$ cat config.mk
export PLATFORM = sky130hd
export DESIGN_NAME = uart_tx_arbiter_flat
export DESIGN_NICKNAME = d
export VERILOG_FILES = /design/src/rtl/uart_pkg.sv /design/src/rtl/uart_tx_arbiter_if.sv /design/src/rtl/rr_arbiter.sv /design/src/rtl/uart_tx_arbiter.sv /design/src/flat_wrapper.sv
export SDC_FILE = /design/constraint.sdc
export NUM_CORES = 1
export LEC_CHECK = 0
export ABC_AREA = 1
export CORE_UTILIZATION = 64
export CTS_CLUSTER_SIZE = 25
export DETAILED_ROUTE_END_ITERATION = 7
export DONT_BUFFER_PORTS = 1
export PLACE_DENSITY = 0.88
export SYNTH_ARGS = -nofsm -noshare
export SYNTH_HDL_FRONTEND = slang
export SYNTH_HIERARCHICAL = 1
export SYNTH_SLANG_ARGS = --single-unit
$ cat constraint.sdc
create_clock -name clk -period 2.9 [get_ports clk]
set_clock_uncertainty 0.2 [all_clocks]
set_input_delay 0.725 -clock clk [delete_from_list [all_inputs] [get_ports clk]]
set_output_delay 0.725 -clock clk [all_outputs]
set_load 0.01 [all_outputs]
$ cat src/rtl/uart_pkg.sv
// Shared definitions for the UART transmit arbiter and its transmitter:
// FSM state encoding, frame timing defaults and a small index helper.
package uart_pkg;

  localparam int BYTE_W = 8;

  // Bit period of the transmitter in clock cycles.
  localparam int CLKS_PER_BIT = 104;

  // One frame is 10 bit periods; two extra cycles cover the done pulse.
  localparam int FRAME_CYCLES_DEF = 10 * CLKS_PER_BIT + 2;

  typedef enum logic [2:0] {
    FLUSH = 3'd0,
    IDLE  = 3'd1,
    LOAD  = 3'd2,
    START = 3'd3,
    WAIT  = 3'd4,
    GAP   = 3'd5
  } arb_state_e;

  // Next requester index after idx, wrapping at n.
  function automatic int wrap_inc(input int idx, input int n);
    int nxt;
    nxt = idx + 1;
    if (nxt >= n) begin
      nxt = 0;
    end else begin
      nxt = idx + 1;
    end
    return nxt;
  endfunction

endpackage

$ cat src/rtl/uart_tx_arbiter_if.sv
// Requester bus plus transmitter strobe/byte/done, shared by producers,
// the arbiter and the transmitter.
interface uart_tx_arbiter_if
  import uart_pkg::*;
#(
  parameter int NUM_REQ = 4
);

  logic [NUM_REQ-1:0]        req_valid;
  logic [BYTE_W*NUM_REQ-1:0] req_data;
  logic [NUM_REQ-1:0]        req_last;
  logic [NUM_REQ-1:0]        req_ready;
  logic                      tx_start;
  logic [BYTE_W-1:0]         tx_byte;
  logic                      tx_done;

  // Producer/transmitter side of the bus.
  modport master (
    output req_valid, req_data, req_last, tx_done,
    input  req_ready, tx_start, tx_byte
  );

  // Arbiter side of the bus.
  modport slave (
    input  req_valid, req_data, req_last, tx_done,
    output req_ready, tx_start, tx_byte
  );

endinterface

$ cat src/rtl/rr_arbiter.sv
// Combinational round-robin picker: first set request at or after ptr,
// wrapping around the request vector.
module rr_arbiter #(
  parameter int N  = 4,
  parameter int IW = (N > 1) ? $clog2(N) : 1
) (
  input  logic [N-1:0]  req,
  input  logic [IW-1:0] ptr,
  output logic [N-1:0]  gnt,
  output logic [IW-1:0] gnt_idx,
  output logic          gnt_any
);

  // Scan from the farthest offset back to ptr so the closest request wins.
  always_comb begin
    logic [IW-1:0] idx_s;
    gnt     = {N{1'b0}};
    gnt_idx = {IW{1'b0}};
    gnt_any = 1'b0;
    idx_s   = {IW{1'b0}};
    for (int off = N - 1; off >= 0; off--) begin
      idx_s = IW'((int'(ptr) + off) % N);
      if (req[idx_s]) begin
        gnt        = {N{1'b0}};
        gnt[idx_s] = 1'b1;
        gnt_idx    = idx_s;
        gnt_any    = 1'b1;
      end else begin
        gnt_any = gnt_any;
      end
    end
  end

endmodule

$ cat src/rtl/uart_tx_arbiter.sv
// Shares one UART transmitter among NUM_REQ byte producers. Round-robin
// grant with burst lock, post-reset flush, inter-frame gap and a sticky
// completion watchdog.
module uart_tx_arbiter
  import uart_pkg::*;
#(
  parameter int NUM_REQ      = 4,
  parameter int GAP_CYCLES   = 2,
  parameter int MAX_BURST    = 16,
  parameter int FRAME_CYCLES = FRAME_CYCLES_DEF
) (
  input  logic                       clk,
  input  logic                       rst,
  uart_tx_arbiter_if.slave           bus,
  output logic                       grant_vld,
  output logic [$clog2(NUM_REQ)-1:0] grant_id,
  output logic                       busy,
  output logic                       err_timeout
);

  localparam int IDW = $clog2(NUM_REQ);
  localparam int CW  = $clog2(FRAME_CYCLES + 1);
  localparam int GW  = (GAP_CYCLES < 2) ? 1 : $clog2(GAP_CYCLES);
  localparam int BW  = (MAX_BURST < 1) ? 1 : $clog2(MAX_BURST + 1);

  localparam logic [CW-1:0] FRAME_LAST = CW'(FRAME_CYCLES - 1);
  localparam logic [CW-1:0] CYC_MAX    = {CW{1'b1}};
  localparam logic [GW-1:0] GAP_LAST   = (GAP_CYCLES == 0) ? {GW{1'b0}} : GW'(GAP_CYCLES - 1);
  localparam logic [GW-1:0] GAP_MAX    = {GW{1'b1}};
  localparam logic [BW-1:0] BURST_LIM  = BW'(MAX_BURST);
  localparam logic [BW-1:0] BURST_MAX  = {BW{1'b1}};

  arb_state_e          state_r;
  arb_state_e          state_nxt_s;
  logic [CW-1:0]       cyc_cnt_r;
  logic [GW-1:0]       gap_cnt_r;
  logic [BW-1:0]       burst_cnt_r;
  logic [IDW-1:0]      rr_ptr_r;
  logic [IDW-1:0]      grant_id_r;
  logic                grant_vld_r;
  logic [BYTE_W-1:0]   tx_byte_r;
  logic                tx_start_r;
  logic                last_flag_r;
  logic                err_timeout_r;
  logic                busy_r;
  logic                tx_done_q_r;
  logic [NUM_REQ-1:0]  req_ready_s;
  logic [NUM_REQ-1:0]  arb_gnt_s;
  logic [IDW-1:0]      arb_idx_s;
  logic                arb_any_s;
  logic                done_rise_s;
  logic                sel_valid_s;
  logic                cyc_end_s;
  logic                gap_end_s;
  logic                burst_ok_s;
  logic                keep_lock_s;
  logic [IDW-1:0]      rr_next_s;

  rr_arbiter #(
    .N  (NUM_REQ),
    .IW (IDW)
  ) u_rr (
    .req     (bus.req_valid),
    .ptr     (rr_ptr_r),
    .gnt     (arb_gnt_s),
    .gnt_idx (arb_idx_s),
    .gnt_any (arb_any_s)
  );

  // Only the rising edge of tx_done ends a frame, so its 2-cycle pulse counts once.
  assign done_rise_s = bus.tx_done & ~tx_done_q_r;
  assign sel_valid_s = bus.req_valid[grant_id_r];
  assign cyc_end_s   = (cyc_cnt_r >= FRAME_LAST);
  assign gap_end_s   = (gap_cnt_r >= GAP_LAST);
  assign burst_ok_s  = (MAX_BURST == 0) || (burst_cnt_r < BURST_LIM);
  assign keep_lock_s = ~last_flag_r & burst_ok_s;
  assign rr_next_s   = IDW'(wrap_inc(int'(grant_id_r), NUM_REQ));

  assign bus.req_ready = req_ready_s;
  assign bus.tx_start  = tx_start_r;
  assign bus.tx_byte   = tx_byte_r;
  assign grant_vld     = grant_vld_r;
  assign grant_id      = grant_id_r;
  assign busy          = busy_r;
  assign err_timeout   = err_timeout_r;

  // State register; reset restarts the flush so a frame in flight can finish.
  always_ff @(posedge clk) begin
    if (rst) begin
      state_r <= FLUSH;
    end else begin
      state_r <= state_nxt_s;
    end
  end

  // Next-state selection and the combinational accept strobe.
  always_comb begin
    state_nxt_s = state_r;
    req_ready_s = {NUM_REQ{1'b0}};
    case (state_r)
      FLUSH: begin
        if (cyc_end_s) state_nxt_s = IDLE;
        else           state_nxt_s = FLUSH;
      end
      IDLE: begin
        if (arb_any_s) state_nxt_s = LOAD;
        else           state_nxt_s = IDLE;
      end
      LOAD: begin
        if (sel_valid_s) begin
          req_ready_s[grant_id_r] = 1'b1;
          state_nxt_s             = START;
        end else begin
          state_nxt_s = IDLE;
        end
      end
      START: begin
        state_nxt_s = WAIT;
      end
      WAIT: begin
        if (done_rise_s)    state_nxt_s = GAP;
        else if (cyc_end_s) state_nxt_s = GAP;
        else                state_nxt_s = WAIT;
      end
      GAP: begin
        if (gap_end_s && keep_lock_s) state_nxt_s = LOAD;
        else if (gap_end_s)           state_nxt_s = IDLE;
        else                          state_nxt_s = GAP;
      end
      default: begin
        state_nxt_s = FLUSH;
      end
    endcase
  end

  // Counters, grant bookkeeping, captured byte and registered status outputs.
  always_ff @(posedge clk) begin
    if (rst) begin
      cyc_cnt_r     <= {CW{1'b0}};
      gap_cnt_r     <= {GW{1'b0}};
      burst_cnt_r   <= {BW{1'b0}};
      rr_ptr_r      <= {IDW{1'b0}};
      grant_id_r    <= {IDW{1'b0}};
      grant_vld_r   <= 1'b0;
      tx_byte_r     <= {BYTE_W{1'b0}};
      tx_start_r    <= 1'b0;
      last_flag_r   <= 1'b0;
      err_timeout_r <= 1'b0;
      busy_r        <= 1'b1;
      tx_done_q_r   <= 1'b0;
    end else begin
      tx_done_q_r <= bus.tx_done;
      tx_start_r  <= (state_nxt_s == START);
      busy_r      <= (state_nxt_s != IDLE);
      case (state_r)
        FLUSH: begin
          if (cyc_end_s) cyc_cnt_r <= {CW{1'b0}};
          else if (cyc_cnt_r != CYC_MAX) cyc_cnt_r <= cyc_cnt_r + CW'(1'b1);
        end
        IDLE: begin
          if (arb_any_s) begin
            grant_id_r  <= arb_idx_s;
            grant_vld_r <= 1'b1;
            burst_cnt_r <= {BW{1'b0}};
          end
        end
        LOAD: begin
          if (sel_valid_s) begin
            tx_byte_r   <= bus.req_data[{grant_id_r, 3'b000} +: BYTE_W];
            last_flag_r <= bus.req_last[grant_id_r];
            if (burst_cnt_r != BURST_MAX) burst_cnt_r <= burst_cnt_r + BW'(1'b1);
          end else begin
            grant_vld_r <= 1'b0;
            rr_ptr_r    <= rr_next_s;
          end
        end
        START: begin
          cyc_cnt_r <= {CW{1'b0}};
        end
        WAIT: begin
          if (done_rise_s) begin
            gap_cnt_r <= {GW{1'b0}};
          end else if (cyc_end_s) begin
            err_timeout_r <= 1'b1;
            gap_cnt_r     <= {GW{1'b0}};
          end else if (cyc_cnt_r != CYC_MAX) begin
            cyc_cnt_r <= cyc_cnt_r + CW'(1'b1);
          end
        end
        GAP: begin
          if (gap_end_s) begin
            if (!keep_lock_s) begin
              grant_vld_r <= 1'b0;
              rr_ptr_r    <= rr_next_s;
            end
          end else if (gap_cnt_r != GAP_MAX) begin
            gap_cnt_r <= gap_cnt_r + GW'(1'b1);
          end
        end
        default: begin
          cyc_cnt_r <= {CW{1'b0}};
        end
      endcase
    end
  end

endmodule

$ cat src/flat_wrapper.sv
// flat-port wrapper written by rule: the top's interface ports become plain ports
module uart_tx_arbiter_flat import uart_pkg::*;
#(
  parameter int NUM_REQ      = 4,
  parameter int GAP_CYCLES   = 2,
  parameter int MAX_BURST    = 16,
  parameter int FRAME_CYCLES = FRAME_CYCLES_DEF
)
  (clk, rst, grant_vld, grant_id, busy, err_timeout, bus_req_valid, bus_req_data, bus_req_last, bus_tx_done, bus_req_ready, bus_tx_start, bus_tx_byte);
  uart_tx_arbiter_if #(.NUM_REQ(NUM_REQ)) bus_i ();
  input  logic clk;
  input  logic rst;
  output logic grant_vld;
  output logic [$clog2(NUM_REQ)-1:0] grant_id;
  output logic busy;
  output logic err_timeout;
  input wire logic [$bits(bus_i.req_valid)-1:0] bus_req_valid;
  input wire logic [$bits(bus_i.req_data)-1:0] bus_req_data;
  input wire logic [$bits(bus_i.req_last)-1:0] bus_req_last;
  input wire logic [$bits(bus_i.tx_done)-1:0] bus_tx_done;
  output wire logic [$bits(bus_i.req_ready)-1:0] bus_req_ready;
  output wire logic [$bits(bus_i.tx_start)-1:0] bus_tx_start;
  output wire logic [$bits(bus_i.tx_byte)-1:0] bus_tx_byte;
  assign bus_i.req_valid = bus_req_valid;
  assign bus_i.req_data = bus_req_data;
  assign bus_i.req_last = bus_req_last;
  assign bus_i.tx_done = bus_tx_done;
  assign bus_req_ready = bus_i.req_ready;
  assign bus_tx_start = bus_i.tx_start;
  assign bus_tx_byte = bus_i.tx_byte;
  uart_tx_arbiter #(.NUM_REQ(NUM_REQ), .GAP_CYCLES(GAP_CYCLES), .MAX_BURST(MAX_BURST), .FRAME_CYCLES(FRAME_CYCLES)) u_core (.clk(clk), .rst(rst), .bus(bus_i), .grant_vld(grant_vld), .grant_id(grant_id), .busy(busy), .err_timeout(err_timeout));
endmodule
# Word level (Yosys, flattened, before mapping)
# Index checks and enable logic that the tools add are counted.
[word_totals] input_bits=43 output_inout_bits=18 elab_cells=128 register_bits=38
[classes] eq_ne=19 n_mux=56 shift=1 reduce_logical=16 magnitude_cmp=10 addsub=7 n_bitwise=6
[ops] operator="11-bit two-way mux" count=4
[ops] operator="11-bit case mux with 3 select lines" count=1
[ops] operator="32-bit by 6-bit variable part select with 8-bit output" count=1
[ops] operator="1-bit two-way mux" count=21
[ops] operator="2-bit two-way mux" count=10
[ops] operator="3-bit case mux with 6 select lines" count=1
[ops] operator="2-bit by 3-bit < comparator with 1-bit output (second input constant)" count=5
[ops] operator="5-bit two-way mux" count=3
[ops] operator="1-bit binary-select mux with 2-bit select" count=6
[ops] operator="11-bit by 1-bit adder with 11-bit output (second input constant)" count=1
[ops] operator="11-bit >= comparator (second input constant)" count=1
[ops] operator="11-bit inequality test (second input constant)" count=1
[ops] operator="2-bit inequality test (second input constant)" count=5
[ops] operator="5-bit case mux with 2 select lines" count=1
[ops] operator="3-bit by 2-bit equality test with 1-bit output (second input constant)" count=3
[ops] operator="3-bit two-way mux" count=3
[ops] operator="3-bit AND reduction" count=3
[ops] operator="4-bit two-way mux" count=2
[ops] operator="2-bit by 1-bit inequality test with 1-bit output (second input constant)" count=4
[ops] operator="4-bit AND reduction" count=2
[ops] operator="3-bit equality test (second input constant)" count=2
[ops] operator="3-bit by 1-bit inequality test with 1-bit output (second input constant)" count=2
[ops] operator="2-bit nonzero test" count=3
[ops] operator="5-bit by 1-bit adder with 5-bit output (second input constant)" count=1
[ops] operator="other kinds (22)" count=29

# Longest topological paths before layout
# Gate-level depths: netlist (run 1).
[depth] depth_word=10 ltp_mapped=15 mapped_depth_nobuf=15

# Modules after synthesis
# The synthesis (run 1) kept the hierarchy.
[modules_own_cells] module="uart_tx_arbiter" cells_each=369 instances=1 seq_area_each_um2=760.7 area_each_um2=2383.5
[modules_own_cells] module="rr_arbiter" cells_each=87 instances=1 seq_area_each_um2=0.0 area_each_um2=500.5

# Worst setup path after synthesis (run 1)
# Ideal clock, no wire load.
[synth_path] kind="in2out" startpoint="in bus_req_valid[1]" endpoint="out bus_req_ready[0]" stages=5 required_time_ps=1975 setup_slack_ps=550 t_arrival_ps=1425 n_path_buf=1 path_cell_list="nand2_1 -> nand3_1 -> nand3_1 -> buf_2 -> nor2_1"
[synth_between] elab_chain_cells=4
[synth_lines] item="start, declared" line_no="flat_wrapper.sv:17" source="input wire logic [$bits(bus_i.req_valid)-1:0] bus_req_valid;"
[synth_lines] item="1-bit binary-select mux with 2-bit select" line_no="uart_tx_arbiter.sv:72" source="assign sel_valid_s = bus.req_valid[grant_id_r];"
[synth_lines] item="1-bit two-way mux (implied by the code)" line_no="uart_tx_arbiter.sv:72"
[synth_lines] item="4-bit two-way mux" line_no="uart_tx_arbiter.sv:110" source="if (sel_valid_s) begin"
[synth_lines] item="4-bit two-way mux" line_no="uart_tx_arbiter.sv:100" source="case (state_r)"
[synth_lines] item="end, declared" line_no="flat_wrapper.sv:21" source="output wire logic [$bits(bus_i.req_ready)-1:0] bus_req_ready;"
# No other way between the ends. The select of a mux whose other input is x is not followed.

# Final worst setup path (run 1)
[layout_path] startpoint="reg u_core.grant_id_r[1], in the netlist u_core/grant_id[1]" endpoint="out bus_req_ready[3]"
[layout_between] elab_chain_cells=6 word_cells_on_any_way=9 cone_classes="2 x order compare; 6 x mux; 1 x reduce/logical"
[layout_lines] item="start, declared" line_no="uart_tx_arbiter.sv:39" source="logic [IDW-1:0] grant_id_r;"
[layout_lines] item="start signal, assigned" line_no="uart_tx_arbiter.sv:143" source="grant_id_r <= {IDW{1'b0}};"
[layout_lines] item="start signal, assigned" line_no="uart_tx_arbiter.sv:162" source="grant_id_r <= arb_idx_s;"
[layout_lines] item="2-bit by 3-bit < comparator with 1-bit output (implied by the code) / 2-bit by 1-bit >= comparator with 1-bit output (equally long branches)" line_no="uart_tx_arbiter.sv:111" source="req_ready_s[grant_id_r] = 1'b1;"
[layout_lines] item="1-bit logical AND (implied by the code)" line_no="uart_tx_arbiter.sv:111"
[layout_lines] item="1-bit two-way mux (implied by the code)" line_no="uart_tx_arbiter.sv:111"
[layout_lines] item="1-bit demux with 2-bit select"
[layout_lines] item="4-bit two-way mux (*)" line_no="uart_tx_arbiter.sv:110"
[layout_lines] item="4-bit two-way mux (*)" line_no="uart_tx_arbiter.sv:100"
# Mark *: on every way between the ends. The rest lies on a longest branch, timed or not. The select of a mux whose other input is x is not followed.

==> results.md, run 1 <==
- Critical path buffers and inverters: 2
- Worst setup path start: u_core/grant_id[1]
- Worst-path fanout max: 15
- Pwr Total: roughly 0.95 mW
- Total grt overflow: 0
- Ant diodes: 0
- Final instance area: 2750 um2
- Hold Slack: 263 ps
- Maximum VDD drop: 0.283 mV
- Max-slew headroom: 0.658
- Post-cts hold buffer count: 0
- # nets final: approximately 460
- Fmax: between 300 and 400 MHz
- Tcrit/Tclk final: 0.903
- CTS H-tree depth: 2
- Reg clk slew, reported paths: 70 ps
- Crit path DAT: 1690 ps
- Startpoint types: register
- FP Rows: 22
- Post-route DRC: 0
- First drt pass iteration count: 5
- Dpl ws: 571 ps
- DRT antenna net count: 0
- Final hold vios: 0
- IO Pins: between 60 and 70
- FF+latch area: 761 um2
- Num CTS Buffers: 5
- Nature of the critical path endpoint: output pin
- Detailed-placement wirelength estimate: 4.34 mm
- Worst path slowest cell: dfxtp_1
- Gate family responsible for the most delay along the worst path: simple AND/OR/NAND/NOR gates
- Sum of negative setup slack: 0 ps
- Worst-Margin Slew: 512 ps
- Crit-path most repeated cell: nand3_1
- CP Class: register to output pin
- Most frequent cells in the layout: nand2_1, nor2_1, inv_1
- Hold Crit Class: register to register
- Final setup viols: 0
- Routability-driven placement congestion ratio: 0.862
- RR Startpoint: u_core/rr_ptr_r[0]
- Die area: 4370 um2
- Num Clock Sinks: 38
- Fillers: around 310
- Multi-input gate area: 1590 um2
- Syn nets: 465
- Post-CTS Repair Setup Buffers: 0
- CTS tree: built
- Final core occ: 0.723
- Ys Warns: 6
- Die width: ~66 um
- Max-slew violations: 0
- DP Area: 2660 um2
- Lkg Pwr: 1.21 nW
- # port buffers: 0
- PD cells: 345 nW/um2
- Largest net degree at the start of global routing: 22
- Post-CTS resize count: 0
- Wire per inst: around 13 um
- CP required: between 1500 and 2000 ps
- Die Ht: about 66 um
- Max_cap viols: 0
- Worst Hold Launch: u_core/last_flag_r
- Clock Latency Late Sink: 280 ps
- Drt total wl: 5.82 mm
- CP Cell Sequence: buf_4 -> inv_1 -> nand3_1 -> nand3_1 -> nor2_1
- Dpl cells: between 400 and 500
- Longest Clk Path Bufs: 2
- Setup slack after layout: around 280 ps
- Initial core utilization: 0.692
- Total track usage: 0.273
- Synth-to-Final Area Change: 4.52%
- Critical Path Max Stage Delay: approximately 320 ps
- Vias in the first global route: 2279
- Vias per cell: 5.68
- Synth Cell Area: 2630 um2
- Initial antenna violation count: 0
- Mean Syn Cell Area: 6.38 um2
- Outcome: complete, no violations
- RSZ-0062 raised after global routing: no
- Most common cell after layout, fill and taps aside: nand2_1
- First-pass GRT wire length: 9.34 mm
- Gate Count Post-Synth: 412
- CTS root buffer: clkbuf_8
- Via count: 2611
- Drt initial violations: 251
- Core Area: 3800 um2
- Final cell count without fillers: between 400 and 500
- Share of cells above drive strength 1: 0.126
- Final Critical Period: 2620 ps
[state kept, by name, summed over array words and instances (netlist names), 2 cells and up]
name / cells
u_core/burst_cnt_r: 5
u_core/bus.tx_byte: 8
u_core/cyc_cnt_r: 11
u_core/grant_id: 2
u_core/rr_ptr_r: 2
u_core/state_r: 3
[layer usage]
| metal | GRT usage | wire [um] | vias up |
|---|---|---|---|
| met2 | 0.489 | 2780 | 114 |
| met4 | 0.0931 | 108 | 0 |
| met5 | 0 | 0 | - |
| li1 | - | - | 1324 |
| met1 | 0.318 | 2530 | 1155 |
| met3 | 0.0603 | 400 | 18 |
[power by group]
group	internal [mW]	switching, mW
Clock	0.170	0.183
Combinational	0.0250	0.0396
Sequential	0.526	0.00664
Total	0.720	0.229
[path summary, 6_finish.rpt]
check,to,slack (ps),cells after the start
hold reg to reg,u_core/last_flag_r,260,2
setup reg to reg,u_core/burst_cnt_r[3],490,15
hold / removal,u_core/last_flag_r,260,2
setup / recovery,bus_req_ready[3],280,5
[layout make-up]
| type | count | share of cell area |
|---|---|---|
| well taps | 48 | 0.0219 |
| clock buffers | 6 | 0.0264 |
| clock inverters | 2 | 0.00501 |
| repair buffers | 4 | 0.0109 |
| multi-input cells | 304 | 0.579 |
| inverters | 58 | 0.0801 |
| flip-flops and latches | 38 | 0.277 |
[worst min-delay path, cell delays in order (launching register included)]
cell,delay (ps)
dfxtp_1,320
inv_1,50
a21oi_1,50
(Power assumes the default switching activity.)
==> inputs of run 2 (changes only) <==
CORE_MARGIN = 1.5   (was default)
==> results.md, run 2 (same netlist as run 1, synthesis figures left out) <==
- Outcome: complete, no violations
- Max_cap viols: 0
- Max-slew headroom: 0.645
- Initial core utilization: 0.662
- Post-CTS resize count: 0
- Total track usage: 0.287
- Most frequent cells in the layout: nand2_1, nor2_1, inv_1
- Maximum VDD drop: 0.263 mV
- CP required: 1980 ps
- CP Cell Sequence: inv_1 -> nor3_2 -> nand3_1 -> nor2_1
- First-pass GRT wire length: approximately 10 mm
- Lkg Pwr: 1.21 nW
- Total grt overflow: 0
- Hold Crit Class: register to register
- PD cells: 383 nW/um2
- Final cell count without fillers: approximately 460
- R2R Setup Slk: 510 ps
- IO Pins: 61
- # port buffers: 0
- DRT antenna net count: 0
- Fmax: 387 MHz
- Share of cells above drive strength 1: 0.129
- Synth-to-Final Area Change: 5.66%
- Longest Clk Path Bufs: 2
- Die width: 67.1 um
- Sum of negative setup slack: 0 ps
- Final Critical Period: 2580 ps
- Nature of the critical path endpoint: output pin
- Hold Slack: about 260 ps
- RSZ-0062 raised after global routing: no
- Num CTS Buffers: 5
- Post-cts hold buffer count: 0
- Largest register FFs: 11
- Worst-Margin Slew: 532 ps
- CP Class: register to output pin
- Num Clock Sinks: 38
- # nets final: 464
- Pwr Total: roughly 1.1 mW
- Ant diodes: 0
- Via count: ~2.6k
- CTS root buffer: clkbuf_8
- Worst path slowest cell: dfxtp_1
- Final setup viols: 0
- Dpl cells: between 400 and 500
- FP Rows: 23
- Vias per cell: 5.58
- Post-route DRC: 0
- Wire per inst: between 10 and 15 um
- Die Ht: 67.1 um
- Detailed-placement wirelength estimate: roughly 4.3 mm
- Drt total wl: around 6.0 mm
- Core Area: around 4000 um2
- Reg clk slew, reported paths: 80 ps
- First drt pass iteration count: 4
- Post-CTS Repair Setup Buffers: 0
- Tcrit/Tclk final: 0.891
- Die area: 4500 um2
- Vias in the first global route: 2324
- Top reg by flops: u_core/cyc_cnt_r
- Initial antenna violation count: 0
- Most common cell after layout, fill and taps aside: nand2_1
- Clock Latency Late Sink: 300 ps
- Critical Path Max Stage Delay: 370 ps
- CTS tree: built
- Crit path DAT: approximately 1700 ps
- Final hold vios: 0
- Worst-path fanout max: 10
- Largest net degree at the start of global routing: 22
- Drt initial violations: 244
- Max-slew violations: 0
- Startpoint types: register
- Routability-driven placement congestion ratio: 0.849
- CTS H-tree depth: 2
[run 2: per-stage QoR]
step,worst slack (ps),util,instance area [um2]
CTS,346,0.699,2780
floorplan,550,-,2630
global route,210,0.699,2780
finish,317,0.699,2780
global placement,545,0.671,2660
detailed placement,504,0.671,2660
[run 2: layout make-up]
type | count | area [um2]
multi-input combinational | 304 | 1590
clock buffer | 5 | 68.8
sequential | 38 | 761
tap | 50 | 62.6
fill | 343 | 1190
inverter | 58 | 220
timing repair buffer | 4 | 30.0
clock inverter | 3 | 45.0
[run 2: where the power goes]
group          internal (mW)  switching [mW]
combinational         0.0251          0.0391
sequential             0.526         0.00654
clock                  0.256           0.211
total                  0.807           0.257
[run 2: per-layer routing]
metal  global-route usage  up-vias  routed length [um]
met4               0.0867        0                  82
met5                    0        -                   0
met3               0.0490       12                 337
met1                0.368     1163                2680
met2                0.485       71                2930
li1                     -     1334                   -
[run 2: worst max-delay path, delay by kind of cell (launching register included)]
kind | cells | cell delay [ps]
flops | 1 | 370
buf+inv | 1 | 80
simple gates | 3 | 900
[run 2: final timing paths]
check,from,to,cells after the start
worst max register to register,u_core/rr_ptr_r[0],u_core/burst_cnt_r[3],15
worst min register to register,u_core/last_flag_r,u_core/last_flag_r,2
worst max-delay path,u_core/state_r[1],bus_req_ready[0],4
worst min-delay path,u_core/last_flag_r,u_core/last_flag_r,2
==> inputs of run 3 (changes only) <==
PLACE_DENSITY = 0.8   (was 0.88)
==> results.md, run 3 (same netlist as run 1, synthesis figures left out) <==
- Outcome: complete, no violations
- Worst Hold Depth: 2
- Final hold vios: 0
- Worst-Margin Slew: 545 ps
- Register share of total power: 0.513
- Max_cap viols: 0
- CTS tree: built
- DR top layer: met4
- CP Class: register to output pin
- Max-slew headroom: 0.636
- Drt initial violations: 153
- Total track usage: 0.273
- R2R Setup Slk: between 500 and 600 ps
- Fillers: ~370
- Initial antenna violation count: 0
- Fmax: 379 MHz
- DRT antenna net count: 0
- Wire per inst: 12.7 um
- Reg2Reg Depth: 15
- PD cells: 374 nW/um2
- Clock Power Share: 0.426
- Max-slew violations: 0
- CTS H-tree depth: 2
- Num Clock Sinks: 38
- Maximum VDD drop: 0.233 mV
- Lkg Pwr: 1.22 nW
- Routability-driven placement congestion ratio: ~0.96
- Worst setup path start: u_core/grant_id[1]
- Drt total wl: 5.86 mm
- Longest Clk Path Bufs: 2
- Hold Slack: between 200 and 300 ps
- Multi-input gate area: 1590 um2
- Reg clk slew, reported paths: 80 ps
- Largest net degree at the start of global routing: 23
- Worst-path fanout max: 15
- Wire length on met1: between 2 and 3 mm
- Die width: 67.1 um
- Routed wl met3: 354 um
- Vias per cell: 5.55
- Detailed-placement wirelength estimate: 4.29 mm
- Vias in the first global route: approximately 2.2k
- Ant diodes: 0
- Hold Crit Class: register to register
- Post-CTS resize count: 0
- CP required: 1980 ps
- Worst Hold Launch: u_core/last_flag_r
- CTS root buffer: clkbuf_8
- Total grt overflow: 0
- Final Critical Period: 2640 ps
- RSZ-0062 raised after global routing: no
- First drt pass iteration count: 5
- Largest register FFs: 11
- Switching share of total power: 0.226
- Sum of negative setup slack: 0 ps
- Final setup viols: 0
- Most common cell after layout, fill and taps aside: nand2_1
- Top reg by flops: u_core/cyc_cnt_r
- Core Area: around 4000 um2
- Synth-to-Final Area Change: 5.47%
- FP Rows: 23
- Num CTS Buffers: 5
- Most frequent cells in the layout: nand2_1, nor2_1, inv_1
- First-pass GRT wire length: 9.60 mm
- Crit path DAT: approximately 1700 ps
- Worst flop-to-flop path endpoint: u_core/burst_cnt_r[3]
- Initial core utilization: 0.662
- # port buffers: 0
- Post-cts hold buffer count: 0
- Via count: 2566
- Clock Latency Late Sink: 290 ps
- Post-route DRC: 0
- Worst Hold End: u_core/last_flag_r
- Power Internal: around 0.80 mW
- Startpoint types: register
- Post-CTS Repair Setup Buffers: 0
- Nature of the critical path endpoint: output pin
- NetSw: 0.234 mW
- Die area: 4500 um2
- IO Pins: 61
- Met2 wire len: 2.71 mm
- Comb pwr share: 0.061
- FF+latch area: ~760 um2
- # nets final: 464
- RR Startpoint: u_core/rr_ptr_r[0]
- Share of cells above drive strength 1: 0.129
- Die Ht: 67.1 um
- Tcrit/Tclk final: 0.909
[run 3: changes by cell type in the layout (fill, tap and decap cells not counted), sizes merged]
cell and delta:
clkinv +2, clkinvlp -2
[run 3: cell type report]
type                       count  area share
multi-input combinational    304       0.574
tap                           50      0.0226
inverter                      58      0.0794
timing repair buffer           4      0.0108
clock inverter                 3      0.0144
sequential                    38       0.274
clock buffer                   5      0.0248
[run 3: metrics by stage]
| step | total power [mW] | cell area [um2] | utilization | setup WS, ps | instances |
|---|---|---|---|---|---|
| floorplan | 0.599 | 2630 | - | 550 | 412 |
| global placement | 0.606 | 2660 | 0.671 | 593 | 454 |
| detailed placement | 0.608 | 2660 | 0.671 | 565 | 454 |
| CTS | 1.05 | 2770 | 0.698 | 257 | 462 |
| global route | 1.08 | 2770 | 0.698 | 102 | 462 |
| finish | 1.04 | 2770 | 0.698 | 264 | 462 |
[run 3: critical path, stage by stage (launching register included)]
cell     delay (ps)
dfxtp_1         310
buf_4           190
inv_1           200
nand3_1         160
nand3_1         270
nor2_1          290
[run 3: worst max path at each step]
stage	end	cells after the start	slack, ps
4_1_cts	bus_req_ready[2]	5	260
5_1_grt	bus_req_ready[2]	5	100
2_1_floorplan	bus_req_ready[0]	5	550
6_report	bus_req_ready[2]	5	260
3_3_place_gp	bus_req_ready[1]	4	590
3_5_place_dp	bus_req_ready[2]	4	570
[run 3: metal layers]
| metal | track usage | up-vias |
|---|---|---|
| met5 | 0 | - |
| met4 | 0.0510 | 0 |
| met3 | 0.0625 | 5 |
| met2 | 0.448 | 69 |
| met1 | 0.366 | 1166 |
| li1 | - | 1326 |
[run 3: power groups by stage]
| stage | sequential (mW) | clock (mW) | combinational [mW] |
|---|---|---|---|
| final | 0.533 | 0.442 | 0.0632 |
| after global routing | 0.533 | 0.472 | 0.0740 |
| after CTS | 0.532 | 0.449 | 0.0634 |
| after detailed placement | 0.545 | 0 | 0.0630 |
| after global placement | 0.544 | 0 | 0.0619 |
| after floorplan | 0.543 | 0 | 0.0567 |
